`src/rtl/seq_det_pkg.sv`:
```
// Shared constants and elaboration-time helpers for the parametrised serial-pattern detector.
// prefix_suffix_len builds the KMP transition table; it is only ever evaluated on constants.
package seq_det_pkg;

  localparam int PAT_LEN_MIN = 1;
  localparam int PAT_LEN_MAX = 16;

  function automatic int state_width(input int pat_len);
    return (pat_len < 1) ? 1 : $clog2(pat_len + 1);
  endfunction

  // history holds hist_len valid bits with the newest bit at bit 0; pattern is MSB-first
  // over its low len bits. Returns the longest l such that the last l history bits equal
  // the first l pattern bits.
  function automatic int prefix_suffix_len(input logic [PAT_LEN_MAX-1:0] pattern,
                                           input int len,
                                           input logic [PAT_LEN_MAX-1:0] history,
                                           input int hist_len);
    int best;
    bit ok;
    best = 0;
    for (int l = 1; l <= len && l <= hist_len; l++) begin
      ok = 1'b1;
      for (int i = 0; i < l; i++) begin
        if (history[i] != pattern[len - l + i]) ok = 1'b0;
      end
      if (ok) best = l;
    end
    return best;
  endfunction

endpackage

```
`src/rtl/seq_det_next.sv`:
```
// Combinational next-state logic of the KMP matcher: (state, w, overlap) -> next_state.
// The whole transition table is folded to constants at elaboration.
module seq_det_next
  import seq_det_pkg::*;
#(
  parameter int                 PAT_LEN = 4,
  parameter logic [PAT_LEN-1:0] PATTERN = 4'b1101,
  parameter int                 ST_W    = state_width(PAT_LEN)
) (
  input  logic [ST_W-1:0] state,
  input  logic            w,
  input  logic            overlap,
  output logic [ST_W-1:0] next_state
);

  localparam logic [PAT_LEN_MAX-1:0] PAT_X = PAT_LEN_MAX'(PATTERN);

  // Row PAT_LEN is the overlapping exit from a full match; the non-overlap exit reuses row 0.
  logic [ST_W-1:0] tbl [PAT_LEN+1][2];

  for (genvar k = 0; k <= PAT_LEN; k++) begin : g_row
    for (genvar b = 0; b < 2; b++) begin : g_col
      localparam logic [PAT_LEN_MAX-1:0] HIST = (k < PAT_LEN)
          ? (((PAT_X >> (PAT_LEN - k)) << 1) | PAT_LEN_MAX'(b))
          : ((PAT_X << 1) | PAT_LEN_MAX'(b));
      localparam int NXT = prefix_suffix_len(PAT_X, PAT_LEN, HIST,
                                             (k < PAT_LEN) ? k + 1 : PAT_LEN);
      assign tbl[k][b] = ST_W'(NXT);
    end
  end

  // Encodings above PAT_LEN fall through to the default of 0.
  always_comb begin
    next_state = '0;
    for (int k = 0; k < PAT_LEN; k++) begin
      if (state == ST_W'(k)) next_state = tbl[k][w];
    end
    if (state == ST_W'(PAT_LEN)) begin
      next_state = overlap ? tbl[PAT_LEN][w] : tbl[0][w];
    end
  end

endmodule

```
`src/rtl/seq_detector_param.sv`:
```
// Parametrised Moore serial-pattern detector with clock enable, runtime overlap mode
// and a saturating match counter with sticky saturation flag.
module seq_detector_param
  import seq_det_pkg::*;
#(
  parameter int                 PAT_LEN = 4,
  parameter logic [PAT_LEN-1:0] PATTERN = 4'b1101,
  parameter int                 CNT_W   = 8,
  localparam int                ST_W    = state_width(PAT_LEN)
) (
  input  logic             clock,
  input  logic             resetn,
  input  logic             clear,
  input  logic             en,
  input  logic             w,
  input  logic             overlap,
  output logic [ST_W-1:0]  state,
  output logic             match,
  output logic [CNT_W-1:0] match_count,
  output logic             count_sat
);

  if ((PAT_LEN < PAT_LEN_MIN) || (PAT_LEN > PAT_LEN_MAX) || (CNT_W < 1)) begin : g_bad_params
    $error("seq_detector_param: PAT_LEN must be 1..16 and CNT_W >= 1");
  end

  localparam logic [ST_W-1:0]  FULL    = ST_W'(PAT_LEN);
  localparam logic [CNT_W-1:0] CNT_MAX = '1;

  logic [ST_W-1:0] next_state;

  seq_det_next #(
    .PAT_LEN (PAT_LEN),
    .PATTERN (PATTERN),
    .ST_W    (ST_W)
  ) u_next (
    .state      (state),
    .w          (w),
    .overlap    (overlap),
    .next_state (next_state)
  );

  // Counter advances on every en edge that lands in FULL, including FULL -> FULL.
  always_ff @(posedge clock or negedge resetn) begin
    if (!resetn) begin
      state       <= '0;
      match_count <= '0;
      count_sat   <= 1'b0;
    end else if (clear) begin
      state       <= '0;
      match_count <= '0;
      count_sat   <= 1'b0;
    end else if (en) begin
      state <= next_state;
      if ((next_state == FULL) && (match_count != CNT_MAX)) begin
        match_count <= match_count + CNT_W'(1);
        if (match_count == (CNT_MAX - CNT_W'(1))) count_sat <= 1'b1;
      end
    end
  end

  assign match = (state == FULL);

endmodule

```
`config.mk`:
```
export PLATFORM = sky130hd
export DESIGN_NAME = seq_detector_param
export DESIGN_NICKNAME = d
export VERILOG_FILES = /design/src/rtl/seq_det_pkg.sv /design/src/rtl/seq_det_next.sv /design/src/rtl/seq_detector_param.sv
export SDC_FILE = /design/constraint.sdc
export NUM_CORES = 1
export LEC_CHECK = 0
export CELL_PAD_IN_SITES_DETAIL_PLACEMENT = 0
export CELL_PAD_IN_SITES_GLOBAL_PLACEMENT = 1
export CORE_MARGIN = 1.5
export CORE_UTILIZATION = 34
export DETAILED_ROUTE_END_ITERATION = 8
export GPL_TIMING_DRIVEN = 0
export PLACE_DENSITY = 0.74
export SKIP_LAST_GASP = 1
export SYNTH_ARGS = -nofsm -noshare
export SYNTH_HDL_FRONTEND = slang
export SYNTH_SLANG_ARGS = --single-unit
```
`constraint.sdc`:
```
create_clock -name clock -period 1.8 [get_ports clock]
set_input_delay 0.18 -clock clock [delete_from_list [all_inputs] [get_ports clock]]
set_output_delay 0.18 -clock clock [all_outputs]
set_load 0.02 [all_outputs]
```
# Yosys cells after proc, flatten, opt, wreduce, memory -nomap -nowiden
# Index checks and enable logic that the tools add are counted.
# word_totals
regBits	12
output_inout_bits	13
word_cells	47
# classes
n_reduce_logical	7
n_eq_ne	7
add_sub_neg	1
order_cmp	1
bitwise	1
mux	27
# op_table
operator	n
3-bit two-way mux	17
8-bit two-way mux	3
8-bit by 1-bit adder with 8-bit output, second input constant	1
8-bit equality test, second input constant	1
8-bit inequality test, second input constant	1
3-bit by 2-bit equality test with 1-bit output, second input constant	2
3-bit equality test, second input constant	2
1-bit two-way mux	6
2-bit nonzero test	3
3-bit by 1-bit equality test with 1-bit output, second input constant	1
3-bit logical NOT	1
3-bit AND reduction	1
2-bit >= comparator, second input constant	1
2-bit two-way mux	1
1-bit NOT with 2-bit output	1
2-bit AND reduction	1
1-bit logical AND	1

# Logic depth before layout (Yosys ltp)
# logic_depth
ltp_word	14
depth_mapped	6
mapped_depth_nobuf	5

# Modules after synthesis
# A second synthesis with hierarchy kept.
# unflattened
hier_cells	73
area_unflattened_um2	753.2
# by_module_without_submodules
module	cells_each	n_inst	seq_area_each_um2	area_per_inst_um2
seq_detector_param	64	1	300.3	688.2
seq_det_next	9	1	0.0	65.1

# Worst setup path after synthesis
# No wires, ideal clock.
# synth_path
path_kind	reg2reg
startpoint	register match_count[0]
endpoint	register match_count[5]
stages_incl_launch_ff	7
slack_ns	0.187
required_ns	1.675
arrival_time_ns	1.489
synth_period_minus_slack_ns	1.613
path_cell_list	dfrtp_1 ha_1 clkbuf_1 nand4_1 nand2_1 nor3_1 mux2_2
# synth_between
elab_chain_cells	4
word_cells_on_any_way	8
# synth_rtl
element	line	rtl
start: declaration	seq_detector_param.sv:19	output logic [CNT_W-1:0] match_count,
start signal: assignment	seq_detector_param.sv:56	match_count <= match_count + CNT_W'(1);
8-bit by 1-bit adder with 8-bit output or 8-bit inequality test (tied branches)	seq_detector_param.sv:56, seq_detector_param.sv:55	
8-bit two-way mux or 1-bit logical AND (tied branches)	seq_detector_param.sv:55	if ((next_state == FULL) && (match_count != CNT_MAX)) begin
8-bit two-way mux or 2-bit nonzero test (tied branches)	-	
8-bit two-way mux or 2-bit AND reduction (tied branches)	-	
# Several ways; a longest one is shown, not always the timed one. The select of a mux whose other input is x is not followed.
# A chain may end at the register's enable or synchronous reset.

# Final worst setup path
# Same ends and word-level chain as after synthesis.

==> key figures <==
Floorplanning
  – Area enclosed by the die boundary: 2430 µm²
  – Rows: 16
  – Initial Util: 36.7%
  – X dimension of the die: 49.3 µm
  – Floorplan die height: 49.3 µm
  – Top Ports: 19
  – Area inside the core boundary: 1980 µm²

Job
  – Count of max-cap constraint violations: 0

Critical path
  – Startpoint Class: flop
  – FF-to-FF setup slack: 0.14 ns
  – Nature of the critical path endpoint: flop
  – Data required time of the critical path: 1.97 ns
  – Worst reg-to-reg path cell count: 6
  – Reg-to-Reg End: match_count[5]
  – Data arrival time of the worst path: 1.83 ns
  – Worst reg2reg path startpoint: match_count[0]
  – Critical Setup Path Class: flop to flop
  – Biggest fanout along the worst timing path: 8

Timing
  – Slew Limit Headroom: 63.7%
  – Final hold violations: 0
  – Number of endpoints failing setup at the final stage: 0
  – Worst path setup slack after routing: 0.139 ns
  – Transition time at the pin with the least slew margin: 0.543 ns
  – Maximum clock rate: 602 MHz
  – Setup Skew: 0.00329 ns
  – RSZ-0062 raised after global routing: false
  – Final hold slack: 0.252 ns
  – Period utilisation layout: 92.3%
  – Fin crit period: 1.66 ns
  – Max-slew violations: 0
  – Final setup TNS: 0 ns

Detailed routing
  – Uppermost layer routed: met4
  – Per-cell routed wire length: 12.2 µm
  – Length of routed met3 wiring: 56 µm
  – Vias after detailed routing: 677
  – Initial drt markers: 7
  – Via density per instance: 5.21
  – DR WL met2: 666 µm
  – Post-route ant nets: 0
  – WL met1: 836 µm
  – DR DRC count: 0
  – 1st-pass router iterations: 4
  – Aggregate routed wire length: 1590 µm

CTS
  – CTS HTree Levels: 1
  – Clk Tree Root Cell: clkbuf_4
  – Longest Clk Path Bufs: 2
  – Cts bufs inserted: 3
  – TritonCTS clock tree: done
  – Clock Latency Late Sink: 0.28 ns
  – Clock transition at path regs: 0.08 ns
  – Num Clock Sinks: 12

Cells and area
  – Number of inserted diodes: 0
  – Ratio of cells with drive above 1 in the final layout: 10.7%
  – Area growth from synthesis to layout: 34.9%
  – FILL cells: 199
  – Number of nets in the finished design: 112

GRT
  – Initial antenna violation count: 0
  – Pin count of the biggest net entering global routing: 13
  – Grt total ovfl: 0
  – Via count of the first global-routing pass: 608
  – Total global-route track usage: 15.3%
  – First-pass GRT wire length: 2900 µm

Power and ir drop
  – Post-layout power: 536 µW
  – Worst VDD drop: 0.000287 V
  – Switching power summed over all nets: 121 µW
  – Relative contribution of the clock network to total power: 40.7%
  – Switching power share of the total: 22.5%
  – Total power divided by cell area: 546 nW/µm²
  – Sequential cell fraction of total power: 51.3%
  – Logic gate share of total power: 8.0%
  – Standby leakage power: 0.000402 µW
  – Design internal power: 415 µW

Min path
  – Hold Path Class: primary input to async pin

Synth
  – Top post-synthesis cells by area: dfrtp_1 (41%), nor2_1 (5.2%), mux2_2 (4.6%)
  – Number of distinct standard cells referenced by the synthesized netlist: 32
  – Leading area contributor after synthesis: dfrtp_1
  – Number of cells produced by synthesis: 81
  – Number of nets produced by synthesis: 89
  – Post-synthesis register bit count: 12
  – Yosys top cell area share: 41.2%
  – Post-Synthesis Cell Area: 728 µm²
  – Sequential share of the synthesized area: 41.2%
  – Mean area per synthesized cell: 8.99 µm²
  – Count of synthesis-stage warnings from yosys: 0

Placed design
  – HPWL Detailed: 1140 µm
  – Placer Congestion: 0.775
  – Port-buffer cells: 18
  – Worst Setup Slack post-DPL: -0.0539 ns

Status
  – Run status: completed
## cell usage after synthesis
master / number
and3b_2: 1
nor2_1: 10
nand2_2: 1
mux2_2: 3
and2b_1: 1
mux2i_1: 2
nor2b_1: 2
a21oi_1: 5
nand2b_1: 2
a22o_1: 1
dfrtp_1: 12
nand4_1: 4
inv_1: 3
xor2_1: 1
nand3_1: 3
o21ai_0: 1
ha_1: 2
or4_1: 2
nor3b_1: 1
a31oi_1: 1
o21a_1: 2
and3_1: 1
a311oi_1: 1
and4_4: 1
and2_1: 1
or2b_1: 1
a22oi_1: 1
nand3b_1: 2
nor3_1: 3
clkbuf_1: 2
nand2_1: 7
o41ai_1: 1
## state kept, by name (all words and copies together), names as in the netlist
register	flops
count_sat	1
match_count	8
state	3
## power groups by stage
stage,Combinational (µW),Sequential (µW),Clock (µW)
4_1_cts,44.2,275,225
2_1_floorplan,14.7,282,0
5_1_grt,48.8,276,237
6_report,43.0,275,218
3_5_place_dp,43.9,280,0
3_3_place_gp,44.2,280,0
## cell usage in the layout (no fill, tap or decap)
cell,Yosys,final
and3_1,1,1
nor3_1,3,3
and4_4,1,1
clkdlybuf4s50_1,0,17
a21oi_1,5,5
nand2b_1,2,2
or4_1,2,2
and2_1,1,1
and3b_2,1,1
nor2_1,10,10
o21a_1,2,2
o21ai_0,1,1
dfrtp_2,0,1
a22o_1,1,1
nor2b_1,2,2
dfrtp_1,12,11
dlymetal6s2s_1,0,1
a31oi_1,1,1
or2b_1,1,1
mux2_2,3,3
clkbuf_1,2,2
xor2_1,1,1
clkbuf_4,0,3
o41ai_1,1,1
nor3b_1,1,1
ha_1,2,2
a22oi_1,1,1
nand3_1,3,3
mux2i_1,2,2
nand2_2,1,1
clkbuf_8,0,1
inv_1,3,3
and2b_1,1,1
nand3b_1,2,2
a311oi_1,1,1
nand2_1,7,7
nand4_1,4,4
## layer usage
metal	vias up	GRT usage [%]
met5	-	0
met4	0	8.57
met3	4	2.15
met2	17	20.3
met1	319	23.3
li1	337	-
## critical path: stages, from the launching register on
cell and delay (ns):
dfrtp_1 0.45, ha_1 0.22, clkbuf_1 0.18, nand4_1 0.12
nand2_1 0.06, nor3_1 0.18, mux2_2 0.36
## area by class of cell
| type | instances | area (µm²) | share of cell area, % |
|---|---|---|---|
| Timing Repair Buffer | 18 | 183 | 18.6 |
| Multi-Input combinational cell | 64 | 409 | 41.7 |
| Inverter | 3 | 11.3 | 1.15 |
| Sequential cell | 12 | 302 | 30.7 |
| Buffer | 2 | 7.51 | 0.764 |
| Tap cell | 27 | 33.8 | 3.44 |
| Clock buffer | 4 | 36.3 | 3.69 |
## metrics by stage
step	utilization (%)	instances	instance area [µm²]
3_5_place_dp	47.5	126	942
5_1_grt	49.6	130	982
2_1_floorplan	-	81	728
6_report	49.6	130	982
4_1_cts	49.4	130	978
3_3_place_gp	47.5	126	942
## what timing repair did
item,CTS,global route
setup buffers,0,0
endpoints found under the hold margin,0,0
setup endpoints to repair,0,1
hold buffers,0,0
gates resized for setup,0,2
## how the worst max path moves through the flow
| stage | start | end | depth (start not counted) |
|---|---|---|---|
| 3_3_place_gp | en | match_count[7] | 5 |
| 4_1_cts | state[2] | match | 2 |
| 6_report | match_count[0] | match_count[5] | 6 |
| 5_1_grt | match_count[0] | match_count[5] | 6 |
| 3_5_place_dp | en | match_count[7] | 5 |
| 2_1_floorplan | match_count[0] | match_count[5] | 6 |
## cells by family after synthesis
kind of cell             share of synthesized area, %
AND/OR/NAND/NOR                                  32.5
multiplexers                                     7.39
XOR/XNOR                                         1.20
buffers and inverters                            2.58
AO/OA/AOI/OAI                                    11.7
flip-flops                                       41.2
adder cells (fa/ha/maj)                          3.44
Power figures use the tool's default switching activity.
